[config.mk]
export PLATFORM = sky130hd
export DESIGN_NAME = param_updown_counter_flat
export DESIGN_NICKNAME = d
export VERILOG_FILES = /design/src/rtl/param_updown_counter_if.sv /design/src/rtl/param_updown_counter.sv /design/src/flat_wrapper.sv
export SDC_FILE = /design/constraint.sdc
export NUM_CORES = 1
export LEC_CHECK = 0
export CAP_MARGIN = 20
export CORE_MARGIN = 2
export CORE_UTILIZATION = 53
export CTS_CLUSTER_SIZE = 24
export DETAILED_ROUTE_END_ITERATION = 12
export GPL_TIMING_DRIVEN = 0
export PLACE_DENSITY = 0.93
export SLEW_MARGIN = 10
export SYNTH_ARGS = -nofsm -noshare
export SYNTH_HDL_FRONTEND = slang
export SYNTH_SLANG_ARGS = --single-unit
[constraint.sdc]
create_clock -name clk -period 3.9 [get_ports clk]
set_input_delay 0.78 -clock clk [delete_from_list [all_inputs] [get_ports clk]]
set_output_delay 0.78 -clock clk [all_outputs]
set_load 0.01 [all_outputs]
[src/rtl/param_updown_counter_if.sv]
// -----------------------------------------------------------------------------
// param_updown_counter_if
//   Bundles the control and status signals of param_updown_counter.
//   There is no valid/ready handshake: every control input is a level that is
//   sampled on each rising clk edge, and every status output is valid from one
//   clk edge to the next.
//
//   Optional feature macro: PARAM_UPDOWN_COUNTER_OVF_STICKY_EN
//     adds ovf_clr (controller -> counter) and ovf_sticky (counter -> controller).
//
//   Signals
//     load       active-high synchronous load of load_val
//     load_val   value to load (clamped to limit by the counter)
//     en         active-high count enable
//     up_down    1 = count up, 0 = count down
//     limit      inclusive upper bound of the count range 0..limit
//     mode       0 = wrap at boundaries, 1 = saturate at boundaries
//     count      registered counter value
//     tc         registered one-cycle terminal-count pulse
//     at_zero    combinational, count == 0
//     at_limit   combinational, count >= limit
//   Modports
//     master     drives the controls, observes the status (testbench / parent)
//     slave      the counter itself
// -----------------------------------------------------------------------------
interface param_updown_counter_if #(
  parameter int WIDTH = 16
);
  logic             load;
  logic [WIDTH-1:0] load_val;
  logic             en;
  logic             up_down;
  logic [WIDTH-1:0] limit;
  logic             mode;
  logic [WIDTH-1:0] count;
  logic             tc;
  logic             at_zero;
  logic             at_limit;
`ifdef PARAM_UPDOWN_COUNTER_OVF_STICKY_EN
  logic             ovf_clr;
  logic             ovf_sticky;

  modport master (
    output load, load_val, en, up_down, limit, mode, ovf_clr,
    input  count, tc, at_zero, at_limit, ovf_sticky
  );

  modport slave (
    input  load, load_val, en, up_down, limit, mode, ovf_clr,
    output count, tc, at_zero, at_limit, ovf_sticky
  );
`else
  modport master (
    output load, load_val, en, up_down, limit, mode,
    input  count, tc, at_zero, at_limit
  );

  modport slave (
    input  load, load_val, en, up_down, limit, mode,
    output count, tc, at_zero, at_limit
  );
`endif
endinterface

[src/rtl/param_updown_counter.sv]
// -----------------------------------------------------------------------------
// param_updown_counter
//   Up/down counter over the range 0..limit with selectable wrap or saturate
//   behaviour at the boundaries and a registered terminal-count pulse.
//
//   Parameters
//     WIDTH      counter width in bits (2..32)
//     RESET_VAL  count value after reset (clamped to limit)
//   Ports
//     clk        rising-edge clock
//     reset      synchronous active-high reset
//     bus        param_updown_counter_if.slave (controls in, count/status out)
//
//   Optional feature macro: PARAM_UPDOWN_COUNTER_OVF_STICKY_EN
//     When defined, bus.ovf_sticky records any boundary event until bus.ovf_clr
//     is seen at an edge; a boundary on the same edge as ovf_clr keeps it set.
//
//   Edge priority: reset, then load, then en. No FSM; the only state is the
//   count register, the tc register and (optionally) the sticky flag.
// -----------------------------------------------------------------------------
module param_updown_counter #(
  parameter int WIDTH     = 16,
  parameter int RESET_VAL = 0
) (
  input logic                     clk,
  input logic                     reset,
  param_updown_counter_if.slave   bus
);

  localparam logic [WIDTH-1:0] RESET_V = WIDTH'(RESET_VAL);

  logic [WIDTH-1:0] count_q;
  logic             tc_q;
  logic [WIDTH-1:0] count_d;
  logic             tc_d;
  logic             boundary;   // an enabled step hit an edge of 0..limit
  logic [WIDTH-1:0] reset_count;

  // The reset value is clamped against the live limit so count never starts
  // outside the legal range.
  always_comb begin
    reset_count = (RESET_V > bus.limit) ? bus.limit : RESET_V;
  end

  always_comb begin
    count_d  = count_q;
    tc_d     = 1'b0;
    boundary = 1'b0;
    if (bus.load) begin
      count_d = (bus.load_val > bus.limit) ? bus.limit : bus.load_val;
    end else if (bus.en) begin
      if (bus.up_down) begin
        if (count_q >= bus.limit) begin
          boundary = 1'b1;
          tc_d     = 1'b1;
          count_d  = bus.mode ? bus.limit : '0;
        end else begin
          count_d = count_q + 1'b1;
        end
      end else begin
        if (count_q > bus.limit) begin
          // limit was lowered below the current count: re-enter the range
          // at its top without treating it as a boundary event.
          count_d = bus.limit;
        end else if (count_q == '0) begin
          boundary = 1'b1;
          tc_d     = 1'b1;
          count_d  = bus.mode ? '0 : bus.limit;
        end else begin
          count_d = count_q - 1'b1;
        end
      end
    end
  end

  always_ff @(posedge clk) begin
    if (reset) begin
      count_q <= reset_count;
      tc_q    <= 1'b0;
    end else begin
      count_q <= count_d;
      tc_q    <= tc_d;
    end
  end

  assign bus.count    = count_q;
  assign bus.tc       = tc_q;
  assign bus.at_zero  = (count_q == '0);
  assign bus.at_limit = (count_q >= bus.limit);

`ifdef PARAM_UPDOWN_COUNTER_OVF_STICKY_EN
  logic ovf_q;

  // Set has priority over clear so an event coinciding with ovf_clr is kept.
  always_ff @(posedge clk) begin
    if (reset) begin
      ovf_q <= 1'b0;
    end else if (boundary) begin
      ovf_q <= 1'b1;
    end else if (bus.ovf_clr) begin
      ovf_q <= 1'b0;
    end
  end

  assign bus.ovf_sticky = ovf_q;
`else
  logic unused_boundary;
  assign unused_boundary = boundary;
`endif

endmodule

[src/flat_wrapper.sv]
// flat-port wrapper written by rule: the top's interface ports become plain ports
module param_updown_counter_flat 
#(
  parameter int WIDTH     = 16,
  parameter int RESET_VAL = 0
)
  (clk, reset, bus_load, bus_load_val, bus_en, bus_up_down, bus_limit, bus_mode, bus_count, bus_tc, bus_at_zero, bus_at_limit);
  param_updown_counter_if #(.WIDTH(WIDTH)) bus_i ();
  input logic clk;
  input logic reset;
  input wire logic [$bits(bus_i.load)-1:0] bus_load;
  input wire logic [$bits(bus_i.load_val)-1:0] bus_load_val;
  input wire logic [$bits(bus_i.en)-1:0] bus_en;
  input wire logic [$bits(bus_i.up_down)-1:0] bus_up_down;
  input wire logic [$bits(bus_i.limit)-1:0] bus_limit;
  input wire logic [$bits(bus_i.mode)-1:0] bus_mode;
  output wire logic [$bits(bus_i.count)-1:0] bus_count;
  output wire logic [$bits(bus_i.tc)-1:0] bus_tc;
  output wire logic [$bits(bus_i.at_zero)-1:0] bus_at_zero;
  output wire logic [$bits(bus_i.at_limit)-1:0] bus_at_limit;
  assign bus_i.load = bus_load;
  assign bus_i.load_val = bus_load_val;
  assign bus_i.en = bus_en;
  assign bus_i.up_down = bus_up_down;
  assign bus_i.limit = bus_limit;
  assign bus_i.mode = bus_mode;
  assign bus_count = bus_i.count;
  assign bus_tc = bus_i.tc;
  assign bus_at_zero = bus_i.at_zero;
  assign bus_at_limit = bus_i.at_limit;
  param_updown_counter #(.WIDTH(WIDTH), .RESET_VAL(RESET_VAL)) u_core (.clk(clk), .reset(reset), .bus(bus_i));
endmodule
# Yosys cells after proc, flatten, opt, wreduce, memory -nomap -nowiden

Index checks and enable logic that the tools add are counted.
Widths: inputs -> output; s select.

Bits in registers: 17
Word-level logic and storage cells: 27
Output and inout bits: 19
Input port bits: 38

Add/subtract/negate cells: 2
Bitwise operators: 1
Reductions and logical operators: 3
Muxes and demuxes: 15
Magnitude comparators: 4

Operator list:

| cell                  | number |
|---|---|
| $mux 16               | 11 |
| $gt 16x16->1          | 2 |
| $add 16x1->16 const B | 1 |
| $ge 16x16->1          | 1 |
| $gt 1x16->1 const A   | 1 |
| $logic_not 16->1      | 1 |
| $sub 16x1->16 const B | 1 |
| $mux 1                | 4 |
| $reduce_bool 3->1     | 1 |
| $reduce_or 3->1       | 1 |
| $not 1->1             | 1 |

# Logic depth before layout (Yosys ltp)

Depth in word-level cells: 7
Gate-level depth with buffers: 10
Gate-level depth less buffers: 9

# Worst setup path before layout

OpenSTA, ideal clock, no wires.

Path kind: input to output
Start point: input bus_limit[7]
End point: output bus_at_limit
Arrival time: 2.328 ns
Stages: 7
Data required time: 3.120 ns
Path buffers: 1
Slack: 0.792 ns
Cells stage by stage: inv_1 -> ha_1 -> nand4_1 -> or2_1 -> o21ba_2 -> o21ai_1 -> clkbuf_1

Longest elaborated chain between the ends: 1

Ends and longest elaborated chain:

| element         | line                       | RTL |
|---|---|---|
| start, declared | flat_wrapper.sv:15         | `input wire logic [$bits(bus_i.limit)-1:0] bus_limit;` |
| $ge 16x16->1    | param_updown_counter.sv:89 | `assign bus.at_limit = (count_q >= bus.limit);` |
| end, declared   | flat_wrapper.sv:20         | `output wire logic [$bits(bus_i.at_limit)-1:0] bus_at_limit;` |

No other way between the ends.

# Final worst setup path

Start point: input bus_limit[4]
End point: register u_core.count_q[4] (netlist: u_core.bus.count[4]), data pin

Longest elaborated chain between the ends: 7
Elaborated cells between the ends (all ways): 15
Classes of those cells: order compare: 4; mux: 11

Ends and longest elaborated chain:

| element                                              | line                       | RTL |
|---|---|---|
| branches (longest 6 deep; another with $gt 16x16->1) | -                          |  |
| $mux 16 (*)                                          | param_updown_counter.sv:77 | `if (reset) begin` |
| end signal, assigned                                 | param_updown_counter.sv:78 | `count_q <= reset_count;` |
| end signal, assigned                                 | param_updown_counter.sv:81 | `count_q <= count_d;` |
| end, declared                                        | param_updown_counter.sv:32 | `logic [WIDTH-1:0] count_q;` |

Mark *: on every way between the ends. The select of a mux whose other input is x is not followed.
A chain may end at the register's enable or synchronous reset.

==> metrics.md <==
| Metric | Value |
|---|---|
| Slowest-stage cell, CP | `clkdlybuf4s50_1` |
| Area grow syn2layout | `26.9%` |
| Root buffer cell | `clkbuf_8` |
| Core area | `5170 sq um` |
| Grt total ovfl | `0` |
| Final net count | `slightly below 500` |
| Combinational family with the most area after synthesis | `compound AO/OA/AOI/OAI gates` |
| Synth Area in Compound Gates | `24.7%` |
| Post-layout util | `70.2%` |
| Drt first pass iters | `5` |
| Worst R2R Start | `u_core.bus.count[5]$_DFFE_PP_` |
| Gate power share | `60.0%` |
| Rows | `26` |
| Multiplexer share of the synthesized area | `between 5 and 6%` |
| Min cycle time layout | `about 3800 ps` |
| Register area share after synthesis | `17.5%` |
| Clock power frac | `14.6%` |
| Post-synthesis simple-gate area fraction | `21.2%` |
| Initial core utilization | `between 50 and 60%` |
| Crit path kind | `in2reg` |
| Reg-to-reg endpoint | `u_core.bus.count[4]$_DFFE_PP_` |
| DP Wirelength | `7050 um` |
| Dominant synthesized flop cell | `edfxtp_1` |
| # setup viols final | `0` |
| Xor and xnor area share after synthesis | `approximately 8%` |
| DRT Wirelength | `about 9400 um` |
| Sw Ratio | `44.4%` |
| Final Max Tran Viols | `0` |
| IO Port Bufs | `53` |
| Area contributors post-synth | `edfxtp_1 17%, ha_1 15%, mux2i_1 5.6%, xnor2_1 5.5%, a21oi_1 4.0%` |
| GRT Resource Usage Total | `between 30% and 40%` |
| Chip width | `77.5 um` |
| TritonCTS clock tree | `built` |
| Syn_nets | `419` |
| DRC | `0` |
| Worst Path Max Fanout | `10` |
| Relative max-transition margin | `41.3%` |
| Hold Fails Final Rpt | `0` |
| Post-Route Skew | `7.72 ps` |
| Max Fclk | `around 260 MHz` |
| Clk pin slew, worst setup/hold paths | `roughly 80 ps` |
| Ports | `57` |
| WHS Path Cells | `3` |
| Antenna diode count | `0` |
| Die Span Y | `77.5 um` |
| Worst vdd ir | `178 uV` |
| LEAKAGE | `0.00143 uW` |
| Critical Path RT | `4010 ps` |
| Sw Pwr | `458 uW` |
| Die area | `6000 sq um` |
| Flop-to-flop setup slack | `580 ps` |
| Mapped Cells | `346` |
| Hold wc startpoint | `u_core.bus.count[0]$_DFFE_PP_` |
| Num CTS Buffers | `3` |
| Final worst slack | `116 ps` |
| Reg2Reg Depth | `10` |
| CTS Hold Bufs | `0` |
| Internal Pwr Total | `574 uW` |
| Post-Syn Area | `2860 sq um` |
| Sequential share of power | `25.4%` |
| CP endpoint kind | `register` |
| Number of DRC markers in iteration 0 | `350` |
| ANT nets after route | `0` |
| Hold WC Path Type | `reg2reg` |
| Min-Delay Endpoint | `u_core.bus.count[0]$_DFFE_PP_` |
| Period utilisation layout | `between 90 and 100%` |
| Share of cells above drive strength 1 | `10.8%` |
| Asr flop ratio synth | `0%` |
| Crit path launch type | `primary input` |
| Clock Sinks | `17` |
| RD Place Congestion | `1.03` |
| First-pass GRT wire length | `14500 um` |
| Yosys top cell area share | `between 10% and 20%` |
| Syn. warnings | `0` |
| Largest net degree at the start of global routing | `17` |
| Dpl ws | `-761 ps` |
| Pwr Density | `284 nW/um^2` |
| Post-synth cell types | `67` |
| Yosys reg bits | `17` |
| Slew @ Worst Pin | `880 ps` |
| Max Root-Sink Buffers | `2` |
| EDFF count, synth | `16` |
| Status | `complete, no violations` |
| Adder-cell share of the synthesized area | `15.3%` |
| Antenna violations before repair | `0` |
| Vias | `3085` |
| Worst path cell trace | `clkdlybuf4s50_1, inv_1, ha_1, nand4_1, or2_1, buf_4, o221ai_1, o211ai_4, buf_2, o32ai_1, nor2_1, o22ai_1` |
| Vias in the first global route | `between 2000 and 3000` |
| Top cell type by total area after synthesis | `edfxtp_1` |
| Wirelength per Cell | `between 15 and 20 um` |
| Routed vias/inst | `6.44` |
| Clock H-tree levels | `1` |
| Maxcap violations | `0` |
| Synthesized area per cell | `a little over 8 sq um` |
| Critical path data arrival time | `3890 ps` |
| Clk_lat worst skew | `270 ps` |
| Crit path largest cell delay | `520 ps` |
[flip-flops by register name, indices dropped and copies added, names as in the netlist]
| signal | flops |
|---|---|
| u_core.bus.count | 16 |
| u_core.bus.tc | 1 |
[cell families after synthesis]
family | after synthesis
simple gates | 109
mux | 17
xor+xnor | 26
buf+inv | 50
compound gates | 92
fa+ha+maj | 35
flops | 17
[worst max-delay path by stage]
stage / from / to / cells past startpoint
after detailed placement: bus_limit[7] / bus_at_limit / 9
after global placement: bus_limit[6] / bus_at_limit / 9
after CTS: bus_limit[9] / u_core.bus.count[9]$_DFFE_PP_ / 10
after floorplan: bus_limit[7] / bus_at_limit / 7
after global routing: bus_limit[4] / u_core.bus.count[4]$_DFFE_PP_ / 12
final: bus_limit[4] / u_core.bus.count[4]$_DFFE_PP_ / 12
[routing by layer]
| layer | GRT usage [%] | vias to the layer above | routed length [um] |
|---|---|---|---|
| li1 | - | 1430 | - |
| met1 | 40.4 | 1403 | 3790 |
| met2 | 49.7 | 219 | 4320 |
| met3 | 3.60 | 33 | 952 |
| met4 | 14.3 | 0 | 342 |
| met5 | 0 | - | 0 |
[final cells by class]
| class | instances | area (sq um) |
|---|---|---|
| Inverter | 29 | 109 |
| Clock buffer | 4 | 45.0 |
| Timing Repair Buffer | 59 | 571 |
| Sequential cell | 17 | 500 |
| Tap cell | 70 | 87.6 |
| Buffer | 21 | 114 |
| Fill cell | 411 | 1540 |
| Multi-Input combinational cell | 279 | 2200 |
[cells in the mapped netlist, drive strengths merged, types with 3 or more instances]
master and instances:
clkbuf 13, or2 3, nand2 22, xor2 8
o2bb2ai 3, nor3 14, nand3 11, o21ai 14
buf 8, mux2i 16, nand4 10, edfxtp 16
a21oi 24, or3 4, o221ai 4, o211ai 3
nand2b 3, xnor2 18, nor2 25, a211oi 11
o32ai 3, ha 35, a2111oi 5, inv 29
or4 3, a311oi 8, nor4 6
[layout by cell type (no fill, tap or decap), types with 3 or more instances in the layout]
cell / count
a211oi_1: 9
xor2_1: 8
o21ai_0: 7
clkbuf_8: 4
nand4_1: 10
inv_1: 29
nand3_1: 10
buf_4: 7
a21oi_1: 23
or3_1: 3
mux2i_1: 16
edfxtp_1: 16
a311oi_1: 8
nor2_1: 25
clkdlybuf4s50_1: 49
dlygate4sd2_1: 4
nor4_1: 4
xnor2_1: 18
nand2b_1: 3
nor3_2: 3
nand2_1: 22
nor3_1: 9
clkbuf_1: 12
buf_2: 4
ha_1: 35
o21ai_1: 6
a2111oi_1: 3
[critical path: cells and delay by family]
kind                     cells  cell delay [ps]
AO/OA/AOI/OAI                4             1270
buffers and inverters        4             1040
AND/OR/NAND/NOR              3              530
adder cells (fa/ha/maj)      1              270
[through the flow]
| step | hold slack (ps) | std cells | area [sq um] | power [uW] | TNS, ps |
|---|---|---|---|---|---|
| detailed placement | 919 | 469 | 3480 | 835 | -3890 |
| global placement | 912 | 469 | 3480 | 819 | -1410 |
| CTS | 931 | 479 | 3600 | 1010 | 0 |
| global route | 1030 | 479 | 3630 | 1090 | -34.9 |
| finish | 940 | 479 | 3630 | 1030 | 0 |
| floorplan | 884 | 346 | 2860 | 634 | 0 |
[power groups by stage]
stage	registers [uW]	logic (uW)	clock network (uW)
after floorplan	268	367	0
after global placement	264	555	0
after detailed placement	265	570	0
after CTS	261	596	150
after global routing	265	667	154
final	262	620	151
[timing repair]
action	4_1_cts	5_1_grt
endpoints found under the setup margin	1	13
resized for setup	12	6
pin swaps	6	0
setup buffers	6	0
No activity file was read; power rests on OpenSTA's default activity.
